$ cat config.mk
export PLATFORM = sky130hd
export DESIGN_NAME = multicycle_ctrl
export DESIGN_NICKNAME = d
export VERILOG_FILES = /design/src/rtl/multicycle_ctrl.sv
export SDC_FILE = /design/constraint.sdc
export NUM_CORES = 1
export LEC_CHECK = 0
export CORE_UTILIZATION = 25
export CTS_CLUSTER_SIZE = 10
export DETAILED_ROUTE_END_ITERATION = 6
export PLACE_DENSITY_LB_ADDON = 0.05
export SYNTH_ARGS = -nofsm -noshare
export SYNTH_HDL_FRONTEND = slang
export SYNTH_SLANG_ARGS = --single-unit
$ cat constraint.sdc
create_clock -name clk -period 0.9 [get_ports clk]
set_input_delay 0.09 -clock clk [delete_from_list [all_inputs] [get_ports clk]]
set_output_delay 0.09 -clock clk [all_outputs]
set_load 0.02 [all_outputs]
$ cat src/rtl/multicycle_ctrl.sv
// Multicycle RV32I control sequencer: F/D/E/M/W stepping with memory handshakes and PC/IR/RF strobes.
// Strobes are combinational on state + same-cycle inputs; optional perf counters under MULTICYCLE_CTRL_PERF_CNT_EN.
module multicycle_ctrl #(
    parameter logic [31:0] RESET_PC = 32'h0000_0000
) (
    input  logic        clk,
    input  logic        rst,
    input  logic        is_load,
    input  logic        is_store,
    input  logic        is_halt,
    input  logic        reg_we,
    input  logic        br_taken,
    input  logic        imem_ack,
    input  logic        dmem_ack,
    output logic        imem_req,
    output logic        dmem_req,
    output logic        dmem_we,
    output logic        ir_we,
    output logic        rf_we,
    output logic        pc_we,
    output logic        pc_sel,
    output logic [31:0] pc_init,
    output logic [2:0]  state,
    output logic        halted,
    output logic [31:0] cycle_cnt,
    output logic [31:0] instret_cnt
);

    typedef enum logic [2:0] {
        FETCH  = 3'd0,
        DECODE = 3'd1,
        EXEC   = 3'd2,
        MEM    = 3'd3,
        WB     = 3'd4,
        HALT   = 3'd5
    } state_t;

    state_t cur;

    always_ff @(posedge clk) begin
        if (rst) begin
            cur <= FETCH;
        end else begin
            case (cur)
                FETCH:   if (imem_ack) cur <= DECODE;
                DECODE:  cur <= is_halt ? HALT : EXEC;
                EXEC:    cur <= (is_load | is_store) ? MEM : WB;
                // load+store together resolves as a store
                MEM:     if (dmem_ack) cur <= is_store ? FETCH : WB;
                WB:      cur <= FETCH;
                HALT:    cur <= HALT;
                default: cur <= FETCH;
            endcase
        end
    end

    // Reset masks every strobe so an in-flight access cannot emit a write pulse.
    always_comb begin
        imem_req = 1'b0;
        dmem_req = 1'b0;
        dmem_we  = 1'b0;
        ir_we    = 1'b0;
        rf_we    = 1'b0;
        pc_we    = 1'b0;
        pc_sel   = 1'b0;
        if (!rst) begin
            case (cur)
                FETCH: begin
                    imem_req = 1'b1;
                    ir_we    = imem_ack;
                end
                MEM: begin
                    dmem_req = 1'b1;
                    dmem_we  = is_store;
                    pc_we    = dmem_ack & is_store;
                end
                WB: begin
                    rf_we  = reg_we;
                    pc_we  = 1'b1;
                    pc_sel = br_taken;
                end
                default: ;
            endcase
        end
    end

    assign state   = cur;
    assign halted  = (cur == HALT);
    assign pc_init = RESET_PC;

`ifdef MULTICYCLE_CTRL_PERF_CNT_EN
    logic [31:0] cycle_q;
    logic [31:0] instret_q;

    always_ff @(posedge clk) begin
        if (rst) begin
            cycle_q   <= '0;
            instret_q <= '0;
        end else begin
            if (cur != HALT) cycle_q <= cycle_q + 32'd1;
            if (pc_we)       instret_q <= instret_q + 32'd1;
        end
    end

    assign cycle_cnt   = cycle_q;
    assign instret_cnt = instret_q;
`else
    assign cycle_cnt   = '0;
    assign instret_cnt = '0;
`endif

endmodule

After elaboration in Yosys (flattened, before gate mapping)
Index checks and enable logic that the tools add are counted.

Word-level logic and storage cells: 32. Output and inout bits: 107. Flip-flop bits (word level): 3.

Bitwise gates (word level): 2. Mux-type cells: 20. Equality and inequality tests: 7. Reductions and logical operators: 2.

Operator list (number): two-way mux 3 bit (5); one-hot mux 3 bit (5 select lines) (1); two-way mux 1 bit (13); == test 3 x 2 -> 1 bit (second input constant) (2); == test 3 bit (second input constant) (2); inequality test 2 bit (second input constant) (2); == test 3 x 1 -> 1 bit (second input constant) (1); zero test 3 bit (1); one-hot mux 1 bit (2 select lines) (1); AND reduction 2 bit (1); AND 1 bit (1); OR 1 bit (1).

Depth between registers and ports, before layout
Gate-level depths: netlist of the first run.

Depth after elaboration: 3. Mapped depth: 4.

Least setup slack after synthesis of the first run
Ideal clock, no wire load.

Kind: reg-to-output. Start point: register cur[1], in the netlist state[1]. End point: output port ir_we. Slack: -0.834 ns. Stages on the path, launching flop included: 4. Data required time: 0.810 ns. Buffers on the path: 1. Arrival time: 1.644 ns. Cell sequence: dfxtp_1 buf_6 nor4_1 and2_1.

Cells in the longest elaborated chain, start to end: 3.

Ends and longest elaborated chain: from (decl) (RTL line 38) `state_t cur;`; from (signal assigned) (RTL line 46) `DECODE: cur <= is_halt ? HALT : EXEC;`; from (signal assigned) (RTL line 47) `EXEC: cur <= (is_load | is_store) ? MEM : WB;`; from (signal assigned) (RTL line 49) `MEM: if (dmem_ack) cur <= is_store ? FETCH : WB;`; zero test 3 bit (RTL line 67) `case (cur)`; two-way mux 1 bit (RTL line 67); two-way mux 1 bit (RTL line 66) `if (!rst) begin`; to (decl) (RTL line 18) `output logic ir_we,`.

Every way passes these cells.

Worst setup path in the final report of the first run
Start point: register cur[0], in the netlist state[0]. End point: output port pc_we.

Cells in the longest elaborated chain, start to end: 3.

Ends and longest elaborated chain: == test 3 bit or == test 3 x 2 -> 1 bit (tied branches) (RTL line 67); one-hot mux 1 bit (2 select lines) * (RTL line 67); two-way mux 1 bit * (RTL line 66); to (decl) (RTL line 20) `output logic pc_we,`.

Mark *: on every way between the ends. The rest lies on a longest branch, timed or not.

==> results of run 1 <==
## worst max-delay path: cells and delay by family (launching register included)
family / cells / cell delay [ns]
AO/OA/AOI/OAI: 1 / 0.13
buffers and inverters: 1 / 0.13
flip-flops: 1 / 0.40
AND/OR/NAND/NOR: 2 / 0.40
## cell usage after synthesis
cell type and instances:
sky130_fd_sc_hd__a21oi_1 1, sky130_fd_sc_hd__a32o_1 1, sky130_fd_sc_hd__a32oi_1 1, sky130_fd_sc_hd__and2_1 4
sky130_fd_sc_hd__buf_4 97, sky130_fd_sc_hd__buf_6 2, sky130_fd_sc_hd__clkbuf_1 1, sky130_fd_sc_hd__conb_1 1
sky130_fd_sc_hd__dfxtp_1 3, sky130_fd_sc_hd__inv_1 1, sky130_fd_sc_hd__nand2_1 2, sky130_fd_sc_hd__nand2_2 1
sky130_fd_sc_hd__nand2b_1 1, sky130_fd_sc_hd__nand2b_4 1, sky130_fd_sc_hd__nor2_1 6, sky130_fd_sc_hd__nor2b_1 4
sky130_fd_sc_hd__nor3_1 2, sky130_fd_sc_hd__nor3b_2 1, sky130_fd_sc_hd__nor4_1 2, sky130_fd_sc_hd__o21ai_0 1
sky130_fd_sc_hd__o221a_2 1, sky130_fd_sc_hd__o22ai_1 1, sky130_fd_sc_hd__o32a_1 1, sky130_fd_sc_hd__or3_1 1
## cells by family (layout without fill, tap and decap cells)
kind of cell           count (synthesis)  in the layout  synth area share (%)
other                                  1             96                 0.366
and+or+nand+nor                       25             25                  14.4
buffers and inverters                101             45                  73.9
AOI/OAI and AO/OA                      7              7                  5.49
DFF                                    3              3                  5.85
## metrics by stage
stage / hold slack (ns) / std cells / TNS [ns] / utilization, % / area (sq um)
3_3_place_gp: 0.715 / 214 / -8.83 / 27.9 / 1060
4_1_cts: 0.498 / 221 / -4.43 / 31.1 / 1180
2_1_floorplan: 0.319 / 232 / -2.07 / - / 1460
5_1_grt: 0.531 / 224 / -4.79 / 32.7 / 1240
6_report: 0.503 / 224 / -4.17 / 32.7 / 1240
3_5_place_dp: 0.682 / 214 / -8.81 / 27.9 / 1060
## report_power, final
| part | internal, mW | switching (mW) | total, mW |
|---|---|---|---|
| registers | 0.178 | 0.0748 | 0.253 |
| logic | 0.533 | 0.730 | 1.26 |
| clock network | 0.302 | 0.0894 | 0.392 |
| total | 1.01 | 0.894 | 1.91 |
## cell type report
cell class                 count  area [sq um]  area share [%]
clock buffer                   4          45.0            3.63
inverter                       1          3.75           0.302
multi-input combinational    128           679            54.7
sequential                     3          71.3            5.75
tap                           48          60.1            4.84
timing repair buffer          40           382            30.7
## metal layers
metal | track usage [%] | part of all wire (%) | up-vias
li1 | - | - | 318
met1 | 8.76 | 35 | 290
met2 | 11.0 | 50 | 61
met3 | 3.97 | 15 | 2
met4 | 2.39 | 0.11 | 0
met5 | 0 | 0 | -
## path summary, 6_finish.rpt
path	slack (ns)	start	cells after the start	to
hold reg to reg	0.69	state[2]$_SDFFE_PP0P_	3	state[1]$_SDFFE_PP0P_
hold / removal	0.50	is_store	4	state[2]$_SDFFE_PP0P_
setup reg to reg	-0.29	state[0]$_SDFFE_PP0P_	4	state[2]$_SDFFE_PP0P_
setup / recovery	-0.46	state[0]$_SDFFE_PP0P_	4	pc_we
## repair_timing
| action | in CTS | in global routing |
|---|---|---|
| gates resized for setup | 78 | 10 |
| setup endpoints to repair | 14 | 14 |
| gates cloned | 0 | 0 |
| pin swaps | 8 | 6 |
| setup buffers | 3 | 4 |
| hold buffers | 0 | 0 |
==> impl.org, run 1 <==
** Status
- The run finished, with violations left.
- Violations in the final reports :: negative setup slack

** Synthesis
- After synthesis the cells add up to 1030 sq um.
- Area share of the largest cell type after synthesis :: 71.0%
- Ranking of synthesized cells by area :: sky130_fd_sc_hd__buf_4, sky130_fd_sc_hd__dfxtp_1, sky130_fd_sc_hd__and2_1
- Count of warnings emitted by yosys :: 0
- FF+latch count, synth :: 3
- Avg Synthesized Cell Area :: 7.49 sq um
- Post-synthesis sequential area ratio :: 5.85%
- Of all cell types, the one taking the most synthesized area is sky130_fd_sc_hd__buf_4.
- Cell count after synthesis :: 137
- Number of different library cells in the post-synthesis netlist :: 24

** Place
- At the placement stage, the worst setup path has a slack of -0.956 ns.
- Buffers placed on the I/O ports in this run total 19.
- The HPWL after detailed placement is 1470 um.
- RD Place Congestion :: 0.662

** Timing
- Across the routed clock network, the largest skew measured is 0.00232 ns.
- Of the available clock period, the critical path in the final layout requires 151%.
- After layout, the worst setup slack is -0.460 ns.
- Setup violations remaining at the end of the flow were counted as 14.
- The final count of hold timing violations is 0.
- The number of max-slew violations in the final report is 0.
- RSZ-0062 raised after global routing :: yes
- For the finished layout, the period the worst path requires is 1.36 ns.
- For this run, the top clock speed supported by timing is 735 MHz.

** Floorplanning
- Chip height :: 66.1 um
- Initial standard-cell utilization of the core :: 27.0%
- Die W :: 66.1 um
- In this run the standard cell core region covers 3800 sq um.
- The die covers 4360 sq um.
- The initialized floorplan defines 22 standard-cell rows.
- In this run the count of I/O pins placed on the die edge is 116.

** Pwr
- In this run the static leakage power is 0.670 nW.
- In this run the power density over the cells is 1540 nW/um^2.
- Across the VDD grid, the largest voltage drop is 0.530 mV.
- Post-route total power :: 1.91 mW

** Worst setup path
- Worst Setup Path Type :: flop to output pin
- Required time reported for the critical path endpoint :: 0.81 ns
- Critical path, cell by cell :: nand2_4 -> or3_4 -> a21oi_4 -> buf_6
- Along the worst path, the maximum fanout reaches 5.
- Arrival time at the worst endpoint :: 1.27 ns
- The worst setup path is captured at an output pin.
- Slowest stage delay, CP :: 0.40 ns
- Critical path's slowest cell :: sky130_fd_sc_hd__dfxtp_4
- STA classifies the critical path startpoint as a flop.

** Drt
- Total vias in the final route :: 671
- After detailed routing, the number of vias per cell comes to 3.00.
- After detailed routing, the number of remaining DRC violations is 0.
- Number of detailed-routing iterations run before antenna repair :: 4
- In this run the remaining antenna-violating nets after routing total 0.
- Detailed-route wire length :: 1740 um
- The first routing iteration left 6 violations.
- WL/cell :: 7.77 um

** Worst hold path
- The path class of the tightest hold or removal check is input port to flop.

** Final layout
- The number of antenna diodes in the final layout is 0.
- Most common cell after layout, fill and taps aside :: sky130_fd_sc_hd__conb_1
- Largest register FFs :: 3
- Commonest cells after routing, fill and taps aside :: sky130_fd_sc_hd__conb_1, sky130_fd_sc_hd__buf_6, sky130_fd_sc_hd__buf_4
- After filler insertion, the fill cell instance count of the layout stands at 426.
- Fraction of final layout cells with drive strength greater than 1 :: 33.0%
- Signed area change from the synthesized netlist to the final layout :: 21.0%
- Nets@finish :: 186

** Clocking
- Clock buffer depth :: 2
- Clock latency reported for the late side of the worst-skew pair :: 0.21 ns
- # clock sinks :: 3
- H-tree depth reported by CTS :: 1
- Clock-pin slew was measured on the worst setup and hold paths at 0.03 ns.
- Library cell used as clock root buffer :: sky130_fd_sc_hd__clkbuf_8
- Clock tree from TritonCTS :: done
- TritonCTS created 3 clock buffers.

** GRT
- Entering global routing, the biggest net connects 8 pins.
- Total overflow reported by the global router :: 0
- In the global route stage, overall resource usage came out at 7.30%.
- Number of antenna violations at the first check in global routing :: 0
- The via count of the first global-routing pass came to 469.
- The first global-routing pass estimated 2310 um of wire.

** Run
- Max-cap violations in this run came to 0.
No activity file was read; power rests on OpenSTA's default activity.
==> run 2: changes to the inputs <==
ABC_AREA = 1   (was not set)
==> impl.org, run 2 <==
** Status
- The run finished, with violations left.
- The checks that failed: negative setup slack.

** Worst setup path
- Arrival time at the worst endpoint :: 1.19 ns
- Worst Setup Path Type :: flop to output pin
- Required time reported for the critical path endpoint :: 0.81 ns
- Crit start category :: flop
- The worst register-to-register path has a depth of 8.
- Maximum fanout count along the critical path :: 3
- The worst setup path is captured at an output pin.

** Drt
- Once detail routing completed, the nets flagged for antenna violations numbered 0.
- In the final routed layout, each cell accounts on average for 6.66 um.
- Via-to-Cell Ratio :: 2.92
- The routed layout has 696 vias.
- For this run, the detailed router's first-pass iteration total came to 2.
- Violation count after the first detailed-routing iteration :: 5
- DRC violations left :: 0
- After detailed routing, the total wire length is 1590 um.

** Final layout
- With fillers left out, the area of the finished cells amounts to 1290 sq um.
- The number of antenna diodes in the final layout is 0.
- Largest register FFs :: 3
- Compared with the post-synthesis result, the final layout area differs by 27.6%.
- Most common cell after layout, fill and taps aside :: sky130_fd_sc_hd__conb_1
- Of the cells placed in the final design, the portion with a size suffix greater than 1 is 35.8%.
- After the flow finishes, the layout carries non-filler instances totaling 238.
- Commonest cells after routing, fill and taps aside :: sky130_fd_sc_hd__conb_1, sky130_fd_sc_hd__buf_6, sky130_fd_sc_hd__buf_4
- Nets@finish :: 200

** Synthesis
- The top cell type by area accounts for 71.3% of the synthesized area.
- After Yosys synthesis, and, or, nand and nor cells account for 16.7% of the synthesized area.
- Number of different library cells in the post-synthesis netlist :: 18
- Summing the areas of all xor and xnor instances in the mapped netlist gives 0% of the synthesized area.
- Cell count after synthesis :: 145
- The synthesized netlist devotes 1.98% of its cell area to compound gates.
- The cell area that synthesis handed to floorplanning was 1010 sq um.
- Share of synthesized cell area in full adder, half adder and majority cells :: 0%
- Most frequently used flop master after synthesis :: sky130_fd_sc_hd__dfxtp_1
- Of all flip-flops after synthesis, the portion carrying an async set or reset was 0%.
- Sorting the synthesized cells by how often they occur yields sky130_fd_sc_hd__buf_4, sky130_fd_sc_hd__nand2_1, sky130_fd_sc_hd__inv_1.
- Ranking of synthesized cells by area :: sky130_fd_sc_hd__buf_4, sky130_fd_sc_hd__dfxtp_1, sky130_fd_sc_hd__nand2_1
- The synthesized design contains 3 register bits.
- Each instance of the synthesized netlist takes up on average 6.97 sq um.
- Post-synthesis sequential area ratio :: 5.94%
- Multiplexer cells account for 0% of the synthesized area.
- Post-synth top area cell :: sky130_fd_sc_hd__buf_4
- Count of warnings emitted by yosys :: 0
- After synthesis, the largest family of logic cells by area is buffers and inverters.
- In this run, synthesis inferred 0 flip-flops with an integrated enable.
- By instance count, the leading cell after synthesis is sky130_fd_sc_hd__buf_4.

** Clocking
- H-tree depth reported by CTS :: 1
- Clock slew at the register clock pins of the worst setup and hold paths :: 0.03 ns
- Clock tree synthesis inserted a total of 3 buffers.
- Clock tree from TritonCTS :: done
- The cell sitting at the root of the clock tree is a sky130_fd_sc_hd__clkbuf_8.
- Clock latency reported for the late side of the worst-skew pair :: 0.21 ns
- Clock buffer depth :: 2
- The tree built by TritonCTS fans out to 3 sinks.

** Pwr
- Net switching is 49.2% of the power.
- In this run, the clock network consumes 15.7% of the power.
- The internal power of the cells totals 1.24 mW.
- Leakage Power :: 0.739 nW
- Across the VDD grid, the largest voltage drop is 0.918 mV.
- Sequential Power Share :: 10.7%
- Switching power of the nets :: 1.20 mW
- In this run the power density over the cells is 1890 nW/um^2.
- Post-route total power :: 2.44 mW
- The share of total power dissipated in combinational logic is 73.6%.

** GRT
- Summed over all layers, the global routing overflow is 0.
- Largest net degree at the start of global routing :: 7
- Via count of the first global-routing pass :: 568
- The first global-routing pass estimated 2370 um of wire.
- The number of antenna violations at the first check in global routing came to 0.
- Overall fraction of global-route tracks in use :: 7.16%

** Run
- The tool flagged a number of max-cap violations equal to 0.

** Worst hold path
- In this run the worst hold path is classified as flop to flop.
- Along the worst hold path, the cell count comes to 3.

** Timing
- Setup repair after global routing could not meet its margin everywhere.
- The number of max-slew violations in the final report came to 0.
- The final count of hold timing violations is 0.
- Highest Clock Rate :: 783 MHz
- Clock skew on the completed layout was measured at 0.000846 ns.
- After layout, the minimum clock period comes to 1.28 ns.
- Finish-stage setup viols :: 13
- Tcrit/Tclk final :: 142%
- In the post-route analysis, the smallest setup slack over all paths is -0.376 ns.

** Floorplanning
- Initial standard-cell utilization of the core :: 26.8%
- In this run the vertical extent of the chip is 65.6 um.
- Measured along the x axis, the die boundary spans 65.6 um.
- After floorplanning, the core was sized to cover 3770 sq um.
- Number of placement rows :: 22
- Full die area :: 4300 sq um
- Number of I/O pins :: 116

** Place
- Counting tap cells, the placed design contains a total of 230 instances.
- Prior to clock tree synthesis, the placed netlist has a worst setup slack of -0.775 ns.
- Placed Instance Area :: 1100 sq um
- Detailed-placement wirelength estimate :: 1370 um
- Port-buffer cells :: 19
- At the end of routability-driven placement, the weighted congestion stood at 0.726.
[run 2: routing by layer]
metal	global-route usage [%]	share of wire (%)	vias to the layer above
met1	7.61	35	299
met5	0	0	-
li1	-	-	337
met2	13.4	55	60
met3	1.91	9.3	0
met4	2.45	0	0
[run 2: cell type report]
class | instances | area [sq um]
clock buffers | 4 | 45.0
fillers | 440 | 2480
inverters | 10 | 42.5
multi-input cells | 131 | 673
flip-flops and latches | 3 | 68.8
well taps | 48 | 60.1
repair buffers | 42 | 400
[run 2: power by group through the flow]
stage | Combinational (mW) | Sequential, mW | Clock [mW]
3_3_place_gp | 1.49 | 0.232 | 0
6_report | 1.80 | 0.262 | 0.383
2_1_floorplan | 1.12 | 0.316 | 0
3_5_place_dp | 1.49 | 0.231 | 0
4_1_cts | 1.76 | 0.263 | 0.398
5_1_grt | 1.93 | 0.265 | 0.418
[run 2: through the flow]
step	TNS, ns	utilization (%)	hold WS, ns
floorplan	-1.31	-	0.212
global placement	-7.12	29.3	0.652
detailed placement	-7.06	29.3	0.652
CTS	-3.34	33.6	0.646
global route	-3.95	34.2	0.687
finish	-3.22	34.2	0.653
[run 2: worst paths after layout]
| kind | start | endpoint | slack (ns) |
|---|---|---|---|
| worst max-delay path | state[1]$_SDFFE_PP0P_ | pc_we | -0.38 |
| worst min-delay path | state[0]$_SDFFE_PP0P_ | state[0]$_SDFFE_PP0P_ | 0.65 |
| worst max register to register | state[1]$_SDFFE_PP0P_ | state[0]$_SDFFE_PP0P_ | -0.24 |
| worst min register to register | state[0]$_SDFFE_PP0P_ | state[0]$_SDFFE_PP0P_ | 0.65 |
[run 2: kinds of logic after synthesis]
| kind of cell | after synthesis |
|---|---|
| AND/OR/NAND/NOR | 32 |
| AO/OA/AOI/OAI | 3 |
| other | 1 |
| flip-flops | 3 |
| buffers and inverters | 106 |
[run 2: worst max-delay path: stages, from the launching register on]
cell and delay (ns):
sky130_fd_sc_hd__dfxtp_4 0.37, sky130_fd_sc_hd__inv_4 0.04, sky130_fd_sc_hd__nor2_4 0.08, sky130_fd_sc_hd__nand2_2 0.08, sky130_fd_sc_hd__nor3_4 0.13, sky130_fd_sc_hd__nand2_1 0.08
sky130_fd_sc_hd__nand2_2 0.07, sky130_fd_sc_hd__buf_6 0.11
[run 2: repair_timing]
action / 4_1_cts / 5_1_grt
setup buffers: 4 / 4
pin swaps: 10 / 8
gates resized for setup: 85 / 5
setup endpoints to repair: 14 / 14
hold buffers: 0 / 0
==> run 3: changes to the inputs <==
CAP_MARGIN = 10   (was not set)
==> results of run 3 <==
Final layout, timing and power as in run 2 (identical DEF).
